==> config.mk <==
export PLATFORM = sky130hd
export DESIGN_NAME = kernel_recv_frame
export DESIGN_NICKNAME = d
export VERILOG_FILES = /design/src/rtl/kernel_recv_frame.sv
export SDC_FILE = /design/constraint.sdc
export NUM_CORES = 1
export LEC_CHECK = 0
export CAP_MARGIN = 10
export CORE_MARGIN = 5
export CORE_UTILIZATION = 40
export DETAILED_ROUTE_END_ITERATION = 8
export GPL_ROUTABILITY_DRIVEN = 0
export SETUP_SLACK_MARGIN = 0.05
export SKIP_LAST_GASP = 1
export SLEW_MARGIN = 20
export SYNTH_ARGS = -nofsm -noshare
export SYNTH_HDL_FRONTEND = slang
export SYNTH_SLANG_ARGS = --single-unit
==> constraint.sdc <==
create_clock -name rx_clk -period 2.4 [get_ports rx_clk]
set_input_delay 0.36 -clock rx_clk [delete_from_list [all_inputs] [get_ports rx_clk]]
set_output_delay 0.36 -clock rx_clk [all_outputs]
set_load 0.1 [all_outputs]
==> src/rtl/kernel_recv_frame.sv <==
// GTP receive-side frame parser: K-char words -> 64-bit payload writes, status/send-back/info messages.
// Latency: 1 cycle, all outputs registered. No backpressure: a write while rx_full is dropped and flagged.
module kernel_recv_frame #(
  parameter int MAX_BURST = 16,
  parameter int ALIGN_CNT = 8,
  parameter int ERR_LIMIT = 4,
  parameter int CNT_W     = 16
) (
  input  logic             rx_clk,
  input  logic             ap_rst_n,
  input  logic [31:0]      gtp_rxdata,
  input  logic [3:0]       gtp_rxctl,
  input  logic             rx_full,
  output logic             rx_wr_en,
  output logic [63:0]      rx_wr_data,
  output logic             rx_frame_end,
  output logic             rx_frame_ok,
  output logic             buff_statue_vaild,
  output logic [31:0]      buff_statue,
  output logic             recv_back_flag,
  output logic [15:0]      recv_back_data,
  output logic             recv_info_vaild,
  output logic [15:0]      recv_info,
  output logic             lane_up,
  output logic             frame_err,
  output logic [CNT_W-1:0] err_cnt
);

  localparam int LEN_W = $clog2(MAX_BURST + 1);
  localparam int AL_W  = $clog2(ALIGN_CNT + 1);
  localparam int ER_W  = $clog2(ERR_LIMIT + 1);

  localparam logic [15:0] MAX_LEN = 16'(MAX_BURST);
  localparam logic [7:0]  K_IDLE  = 8'hBC;
  localparam logic [7:0]  K_SOF   = 8'hFB;
  localparam logic [7:0]  K_EOF   = 8'hFD;
  localparam logic [7:0]  T_DATA  = 8'h01;
  localparam logic [7:0]  T_STAT  = 8'h02;
  localparam logic [7:0]  T_BACK  = 8'h03;
  localparam logic [7:0]  T_INFO  = 8'h04;

  typedef enum logic [2:0] {
    S_IDLE = 3'd0,
    S_STAT = 3'd1,
    S_DLO  = 3'd2,
    S_DHI  = 3'd3,
    S_EOF  = 3'd4
  } state_t;

  state_t            state_q, state_d;
  logic [LEN_W-1:0]  len_q, len_d;
  logic [15:0]       csum_q, csum_d;
  logic [31:0]       lo_q, lo_d;
  logic              ovf_q, ovf_d;
  logic [AL_W-1:0]   align_q, align_d;
  logic [ER_W-1:0]   errrun_q, errrun_d;
  logic              lane_d;

  logic              wr_en_d, fend_d, fok_d, bs_vld_d, back_vld_d, info_vld_d, err_d;
  logic [63:0]       wr_data_d;
  logic [31:0]       bs_d;
  logic [15:0]       back_d, info_d;
  logic [CNT_W-1:0]  cnt_d;
  logic              reproc;

  // Word decode
  logic        is_data, is_ctl, is_idle, is_sof, is_eof, is_msg, bad_word, frame_act;
  logic [7:0]  typ;
  logic [15:0] arg, word_fold;

  assign typ       = gtp_rxdata[15:8];
  assign arg       = gtp_rxdata[31:16];
  assign word_fold = gtp_rxdata[31:16] ^ gtp_rxdata[15:0];
  assign is_data   = (gtp_rxctl == 4'b0000);
  assign is_ctl    = (gtp_rxctl == 4'b0001);
  assign is_idle   = is_ctl && (gtp_rxdata[7:0] == K_IDLE);
  assign is_sof    = is_ctl && (gtp_rxdata[7:0] == K_SOF);
  assign is_eof    = is_ctl && (gtp_rxdata[7:0] == K_EOF);
  assign is_msg    = is_sof && ((typ == T_BACK) || (typ == T_INFO));
  assign bad_word  = !(is_data || is_ctl)
                   || (is_ctl && !is_idle && !is_sof && !is_eof)
                   || (is_sof && !((typ == T_DATA) || (typ == T_STAT) || (typ == T_BACK) || (typ == T_INFO)));
  assign frame_act = (state_q == S_DLO) || (state_q == S_DHI) || (state_q == S_EOF);

  always_ff @(posedge rx_clk or negedge ap_rst_n) begin
    if (!ap_rst_n) begin
      state_q           <= S_IDLE;
      len_q             <= '0;
      csum_q            <= '0;
      lo_q              <= '0;
      ovf_q             <= 1'b0;
      align_q           <= '0;
      errrun_q          <= '0;
      lane_up           <= 1'b0;
      rx_wr_en          <= 1'b0;
      rx_wr_data        <= '0;
      rx_frame_end      <= 1'b0;
      rx_frame_ok       <= 1'b0;
      buff_statue_vaild <= 1'b0;
      buff_statue       <= '0;
      recv_back_flag    <= 1'b0;
      recv_back_data    <= '0;
      recv_info_vaild   <= 1'b0;
      recv_info         <= '0;
      frame_err         <= 1'b0;
      err_cnt           <= '0;
    end else begin
      state_q           <= state_d;
      len_q             <= len_d;
      csum_q            <= csum_d;
      lo_q              <= lo_d;
      ovf_q             <= ovf_d;
      align_q           <= align_d;
      errrun_q          <= errrun_d;
      lane_up           <= lane_d;
      rx_wr_en          <= wr_en_d;
      rx_wr_data        <= wr_data_d;
      rx_frame_end      <= fend_d;
      rx_frame_ok       <= fok_d;
      buff_statue_vaild <= bs_vld_d;
      buff_statue       <= bs_d;
      recv_back_flag    <= back_vld_d;
      recv_back_data    <= back_d;
      recv_info_vaild   <= info_vld_d;
      recv_info         <= info_d;
      frame_err         <= err_d;
      err_cnt           <= cnt_d;
    end
  end

  always_comb begin
    state_d    = state_q;
    len_d      = len_q;
    csum_d     = csum_q;
    lo_d       = lo_q;
    ovf_d      = ovf_q;
    align_d    = align_q;
    errrun_d   = errrun_q;
    lane_d     = lane_up;
    wr_en_d    = 1'b0;
    wr_data_d  = rx_wr_data;
    fend_d     = 1'b0;
    fok_d      = 1'b0;
    bs_vld_d   = 1'b0;
    bs_d       = buff_statue;
    back_vld_d = 1'b0;
    back_d     = recv_back_data;
    info_vld_d = 1'b0;
    info_d     = recv_info;
    err_d      = 1'b0;
    cnt_d      = err_cnt;
    reproc     = 1'b0;

    if (!lane_up) begin
      // Lane down: only a run of IDLEs matters, everything else restarts the run silently.
      if (is_idle) begin
        if (align_q == AL_W'(ALIGN_CNT - 1)) begin
          lane_d  = 1'b1;
          align_d = '0;
        end else begin
          align_d = align_q + AL_W'(1);
        end
      end else begin
        align_d = '0;
      end
    end else if (!is_idle) begin
      if (bad_word) begin
        err_d   = 1'b1;
        fend_d  = frame_act;
        state_d = S_IDLE;
      end else if (is_msg) begin
        if (typ == T_BACK) begin
          back_vld_d = 1'b1;
          back_d     = arg;
        end else begin
          info_vld_d = 1'b1;
          info_d     = arg;
        end
      end else begin
        case (state_q)
          S_IDLE: reproc = 1'b1;
          S_STAT: begin
            if (is_data) begin
              bs_vld_d = 1'b1;
              bs_d     = gtp_rxdata;
              state_d  = S_IDLE;
            end else begin
              err_d  = 1'b1;
              reproc = 1'b1;
            end
          end
          S_DLO: begin
            if (is_data) begin
              lo_d    = gtp_rxdata;
              csum_d  = csum_q ^ word_fold;
              state_d = S_DHI;
            end else begin
              err_d   = 1'b1;
              fend_d  = 1'b1;
              state_d = S_IDLE;
              reproc  = is_sof;
            end
          end
          S_DHI: begin
            if (is_data) begin
              csum_d = csum_q ^ word_fold;
              if (rx_full) begin
                err_d = !ovf_q;
                ovf_d = 1'b1;
              end else begin
                wr_en_d   = 1'b1;
                wr_data_d = {gtp_rxdata, lo_q};
              end
              len_d   = len_q - LEN_W'(1);
              state_d = (len_q == LEN_W'(1)) ? S_EOF : S_DLO;
            end else begin
              err_d   = 1'b1;
              fend_d  = 1'b1;
              state_d = S_IDLE;
              reproc  = is_sof;
            end
          end
          S_EOF: begin
            fend_d  = 1'b1;
            state_d = S_IDLE;
            if (is_eof) begin
              fok_d = (csum_q == arg) && !ovf_q;
              err_d = (csum_q != arg);
            end else begin
              err_d  = 1'b1;
              reproc = is_sof;
            end
          end
          default: state_d = S_IDLE;
        endcase

        // Word handled as if no frame were open (fresh SOF, stray EOF, stray data).
        if (reproc) begin
          state_d = S_IDLE;
          if (is_sof && (typ == T_DATA)) begin
            if ((arg != 16'd0) && (arg <= MAX_LEN)) begin
              state_d = S_DLO;
              len_d   = LEN_W'(arg);
              csum_d  = '0;
              ovf_d   = 1'b0;
            end else begin
              err_d = 1'b1;
            end
          end else if (is_sof && (typ == T_STAT)) begin
            state_d = S_STAT;
          end else if (is_eof) begin
            err_d = 1'b1;
          end
        end
      end

      if (err_d) begin
        if (errrun_q == ER_W'(ERR_LIMIT - 1)) begin
          lane_d   = 1'b0;
          errrun_d = '0;
          align_d  = '0;
          if ((state_d == S_DLO) || (state_d == S_DHI) || (state_d == S_EOF)) begin
            fend_d = 1'b1;
            fok_d  = 1'b0;
          end
          state_d = S_IDLE;
        end else begin
          errrun_d = errrun_q + ER_W'(1);
        end
      end else begin
        errrun_d = '0;
      end
    end

    if (err_d && (err_cnt != {CNT_W{1'b1}})) begin
      cnt_d = err_cnt + CNT_W'(1);
    end
  end

endmodule

== Word-level counts from Yosys, hierarchy flattened ==
Index checks and enable logic that the tools add are counted.
Operators by class
  $add $sub $neg: 4
  order comparisons: 1
  equality and inequality tests: 24
  multiplexer cells: 108
  bitwise logic cells: 7
  reductions and logical operators: 43
Operators with widths (number)
  two-way mux 16 bit: 5
  two-way mux 1 bit: 73
  two-way mux 3 bit: 13
  XOR 16 bit: 2
  two-way mux 5 bit: 5
  equality test 8 bit (second input constant): 3
  two-way mux 4 bit: 6
  adder 16 x 1 -> 16 bit (second input constant): 1
  equality test 16 bit: 1
  equality test 8 x 2 -> 1 bit (second input constant): 2
  <= comparator 16 x 5 -> 1 bit (second input constant): 1
  inequality test 16 bit: 1
  inequality test 16 bit (second input constant): 1
  nonzero test 16 bit: 1
  equality test 3 x 2 -> 1 bit (second input constant): 5
  logical AND 1 bit: 13
  one-hot mux 3 bit (4 select lines): 1
  AND reduction 6 bit: 2
  logical OR 1 bit: 11
  AND reduction 5 bit: 2
  equality test 8 x 1 -> 1 bit (second input constant): 1
  equality test 8 x 3 -> 1 bit (second input constant): 1
  AND reduction 7 bit: 1
  equality test 3 bit (second input constant): 2
  21 further kinds: 33
Word-level totals
  register bits: 216
  output and inout port bits: 152
  logic and storage cells: 207

== Longest topological paths before layout ==
  depth in word-level cells: 24
  depth in mapped cells: 11
  gate-level depth less buffers: 8

== Worst setup path before layout ==
OpenSTA, ideal clock, no wires.
  kind: input to register
  start point: input port gtp_rxdata[9]
  end point: register rx_wr_data[0]
  arrival: 2.636 ns
  slack: -0.361 ns
  stages: 10
  buffers on the path: 3
  cells stage by stage: clkbuf_1 > or3b_2 > a211oi_1 > o221ai_2 > nor3_2 > inv_1 > nor3_1 > buf_4 > buf_2 > mux2_2
On the way
  longest elaborated chain between the ends: 9
  elaborated cells on any way between the ends: 15
  those cells by class: eq/ne: 4; bitwise: 2; reduce/logical: 9
Ends and longest elaborated chain
  start: declaration: RTL line 11  | input logic [31:0] gtp_rxdata,
  equality test 8 x 1 -> 1 bit or equality test 8 x 2 -> 1 bit (tied branches): RTL line 82  | || (is_sof && !((typ == T_DATA) || (typ == T_STAT) || (typ == T_BACK) || (typ == T_INFO)));
  logical OR 1 bit (3 in a row): RTL line 82
  logical NOT 1 bit: RTL line 82
  logical AND 1 bit: RTL line 82
  logical OR 1 bit: RTL line 82
  inverter 1 bit (no line)
  AND reduction 7 bit (no line) (*)
  end signal: assignment: RTL line 117  | rx_wr_data <= wr_data_d;
  end: declaration: RTL line 15  | output logic [63:0] rx_wr_data,
Mark *: on every way between the ends. The rest lies on a longest branch, timed or not.
A chain may end at the register's enable or synchronous reset.

== Final worst setup path ==
  start point: input port gtp_rxdata[12]
  end point: register rx_wr_data[45]
Same word-level chain as after synthesis.

==> metrics.yaml <==
status: "complete, but fails checks"
failing_checks: "setup timing"
hold_path.class: "input pin to flop"
timing.setup.critical_path_class: "input pin to flop"
ys.flop_type: "dfrtp_1"
vias: 6915
final_cells: 1382
critical_path_peak_fanout: 6
cts_sink_cnt: 216
netlist_top_cells_area: "dfrtp_1, mux2_2, xnor2_1, xor2_1, a21oi_1"
async_reset_ff_share_pct: 100.0
postRouteWirelength_um: 26610
initial_antenna_violation_count: 0
globalRouteTotalUtil_pct: 18.96
numCtsBuffers: 24
final-seq-area_mm2: 0.005414
setup_slack_ns: -0.05919
static-leakage-power_uw: 0.006942
mostFrequentLayoutCells: "buf_4, dfrtp_1, mux2_2"
yosysTopAreaCell: "dfrtp_1"
synth_cell_type_count: 58
drtPass1Iterations: 4
max-slew-margin-rel_pct: 66.23
hpwlAfterDp_um: 18190
antenna_left: 0
mostFrequentLayoutCell: "buf_4"
placed_cells: 1307
port_buffers: 190
finalMaxSlewViolations: 0
area_growth_pct: 48.99
mappedNetlistArea_mm2: 0.009419
cts_tree: "yes"
finalHoldViolations: 0
postSynthNetCount: 780
chipHeight_um: 163.5
max-cap-violations: 0
avgRoutedWirePerCell_um: 19.26
initialDrtViolationCount: 338
number_of_enable_flip_flop_cells_after_synthesis: 0
power.ir.vdd_worst_mv: 0.3614
rows: 56
top_level_ports: 191
finalSetupViolations: 68
dieArea_mm2: 0.02672
achievable-frequency_mhz: 406.6
drt_drc_violations_left: 0
preCtsSetupSlack_ns: -1.047
vias_per_cell: 5.004
start_util_pct: 40.37
floorplan.core_area_mm2: 0.02333
timing.clock.skew_ns: 0.006563
worst_skew_pair.late_latency_ns: 0.51
ys_seq_area_share_pct: 57.39
crit_path_start_kind: "input pin"
synthesis.instances: 736
num_antenna_cells: 0
final_period_minus_worst_setup_slack_ns: 2.459
first_global_vias: 6946
dieWidth_um: 163.5
rsz0062_at_grt: "yes"
grt_overflow: 0
worst_pin_slew_ns: 0.5056
multi_input_area_mm2: 0.004424
worst_setup_hold_path_clk_slew_ns: 0.06
synth.avg_cell_area_um2: 12.80
final_period_util_pct: 102.5
grt_pass1_wl_um: 39990
grt_max_degree: 63
fin_nets: 1093
yosys_warnings: 0
yosys_register_bits: 216
post-route-util_pct: 60.15
root_buffer: "clkbuf_16"
cp_capture_type: "flop"
cellPowerDensity_mw_per_mm2: 540.8
clockBufferDepth: 3
final.fill_count: 1940
synth_top_area_share_pct: 57.39
final_layout_size_suffix_gt1_share_pct: 54.94
cp.required_ns: 2.79
worstPathArrival_ns: 2.85
cts-htree-levels: 1
-- cell families after synthesis --
logic type      after synthesis  synth area share, %
compound gates               84                5.500
xor+xnor                     47                4.370
fa+ha+maj                     5               0.6642
buf+inv                      62                3.108
flops                       216                57.39
mux                         162                19.37
simple gates                160                9.604
-- state kept, by name, summed over array words and instances, names as in the netlist --
name               count
recv_info             16
recv_info_vaild        1
buff_statue           32
rx_frame_ok            1
lo_q                  32
buff_statue_vaild      1
csum_q                16
state_q                3
ovf_q                  1
align_q                4
recv_back_flag         1
len_q                  5
errrun_q               3
recv_back_data        16
rx_frame_end           1
err_cnt               16
frame_err              1
lane_up                1
rx_wr_data            64
rx_wr_en               1
-- power breakdown --
part / switching, µW / internal [µW]
Sequential: 0.00628 / 3640
Combinational: 229 / 165
Clock: 1400 / 2150
Total: 1630 / 5960
-- worst paths after layout --
path | start | cells past startpoint | slack, ns | to
worst max-delay path | gtp_rxdata[12] | 11 | -0.06 | rx_wr_data[45]
worst min-delay path | gtp_rxdata[2] | 2 | 0.22 | lo_q[2]
worst max register to register | csum_q[11] | 9 | 0.05 | err_cnt[1]
worst min register to register | err_cnt[8] | 1 | 0.48 | err_cnt[8]
max in group asynchronous | ap_rst_n | 3 | 1.28 | err_cnt[1]
min in group asynchronous | ap_rst_n | 2 | 0.38 | recv_info_vaild
-- per-layer routing --
layer / up-vias / routed length, µm / track usage [%]
li1: 3247 / - / -
met1: 3488 / 12010 / 26.87
met2: 159 / 12980 / 31.49
met3: 21 / 1265 / 2.650
met4: 0 / 349 / 3.698
met5: - / 0 / 0
-- through the flow --
step	hold slack [ns]	setup TNS (ns)	cell area (µm²)	power (µW)
finish	0.2156	-1.901	14030	7590
CTS	0.2415	-0.2333	13460	7688
global placement	0.3248	-171.42	12310	4101
floorplan	0.06441	-36.06	9724	3816
global route	0.2233	-7.369	14030	7877
detailed placement	0.3222	-174.58	12310	4100
-- synthesized netlist by cell type, drive strengths merged, types with 2 or more instances --
library cell	count
a211oi	2
a21oi	31
a22o	2
a31o	3
a32o	2
and2	2
and3	2
buf	24
clkbuf	28
dfrtp	216
ha	5
inv	10
mux2	162
nand2	29
nand2b	4
nand3	14
nand3b	4
nand4	10
nor2	24
nor2b	3
nor3	15
nor3b	4
nor4	14
nor4b	2
o21ai	29
o22ai	2
o31ai	4
o41ai	2
or2	3
or3	20
or3b	3
or4	4
xnor2	29
xor2	18
-- worst max-delay path: stages --
cell	delay, ns
buf_6	0.09
or4_4	0.58
a211oi_4	0.29
o221ai_4	0.16
nor3_4	0.28
inv_2	0.08
nor3_4	0.27
buf_6	0.19
buf_12	0.11
buf_16	0.11
mux2_2	0.32
-- timing repair --
item / in CTS / in global routing
cloned: 4 / 5
hold buffers: 1 / 0
endpoints found under the hold margin: 51 / 0
endpoints found under the setup margin: 214 / 195
gates resized for setup: 73 / 104
pin swaps: 12 / 38
setup buffers: 13 / 14
-- cell type report --
type                    count  share of cell area, %
clock inverters             2                 0.2496
flip-flops and latches    216                  38.58
inverters                  10                 0.2675
multi-input cells         459                  31.53
well taps                 319                  2.844
clock buffers              38                  5.162
repair buffers            338                  21.37
Note: power is estimated with default switching activity, not from simulation.
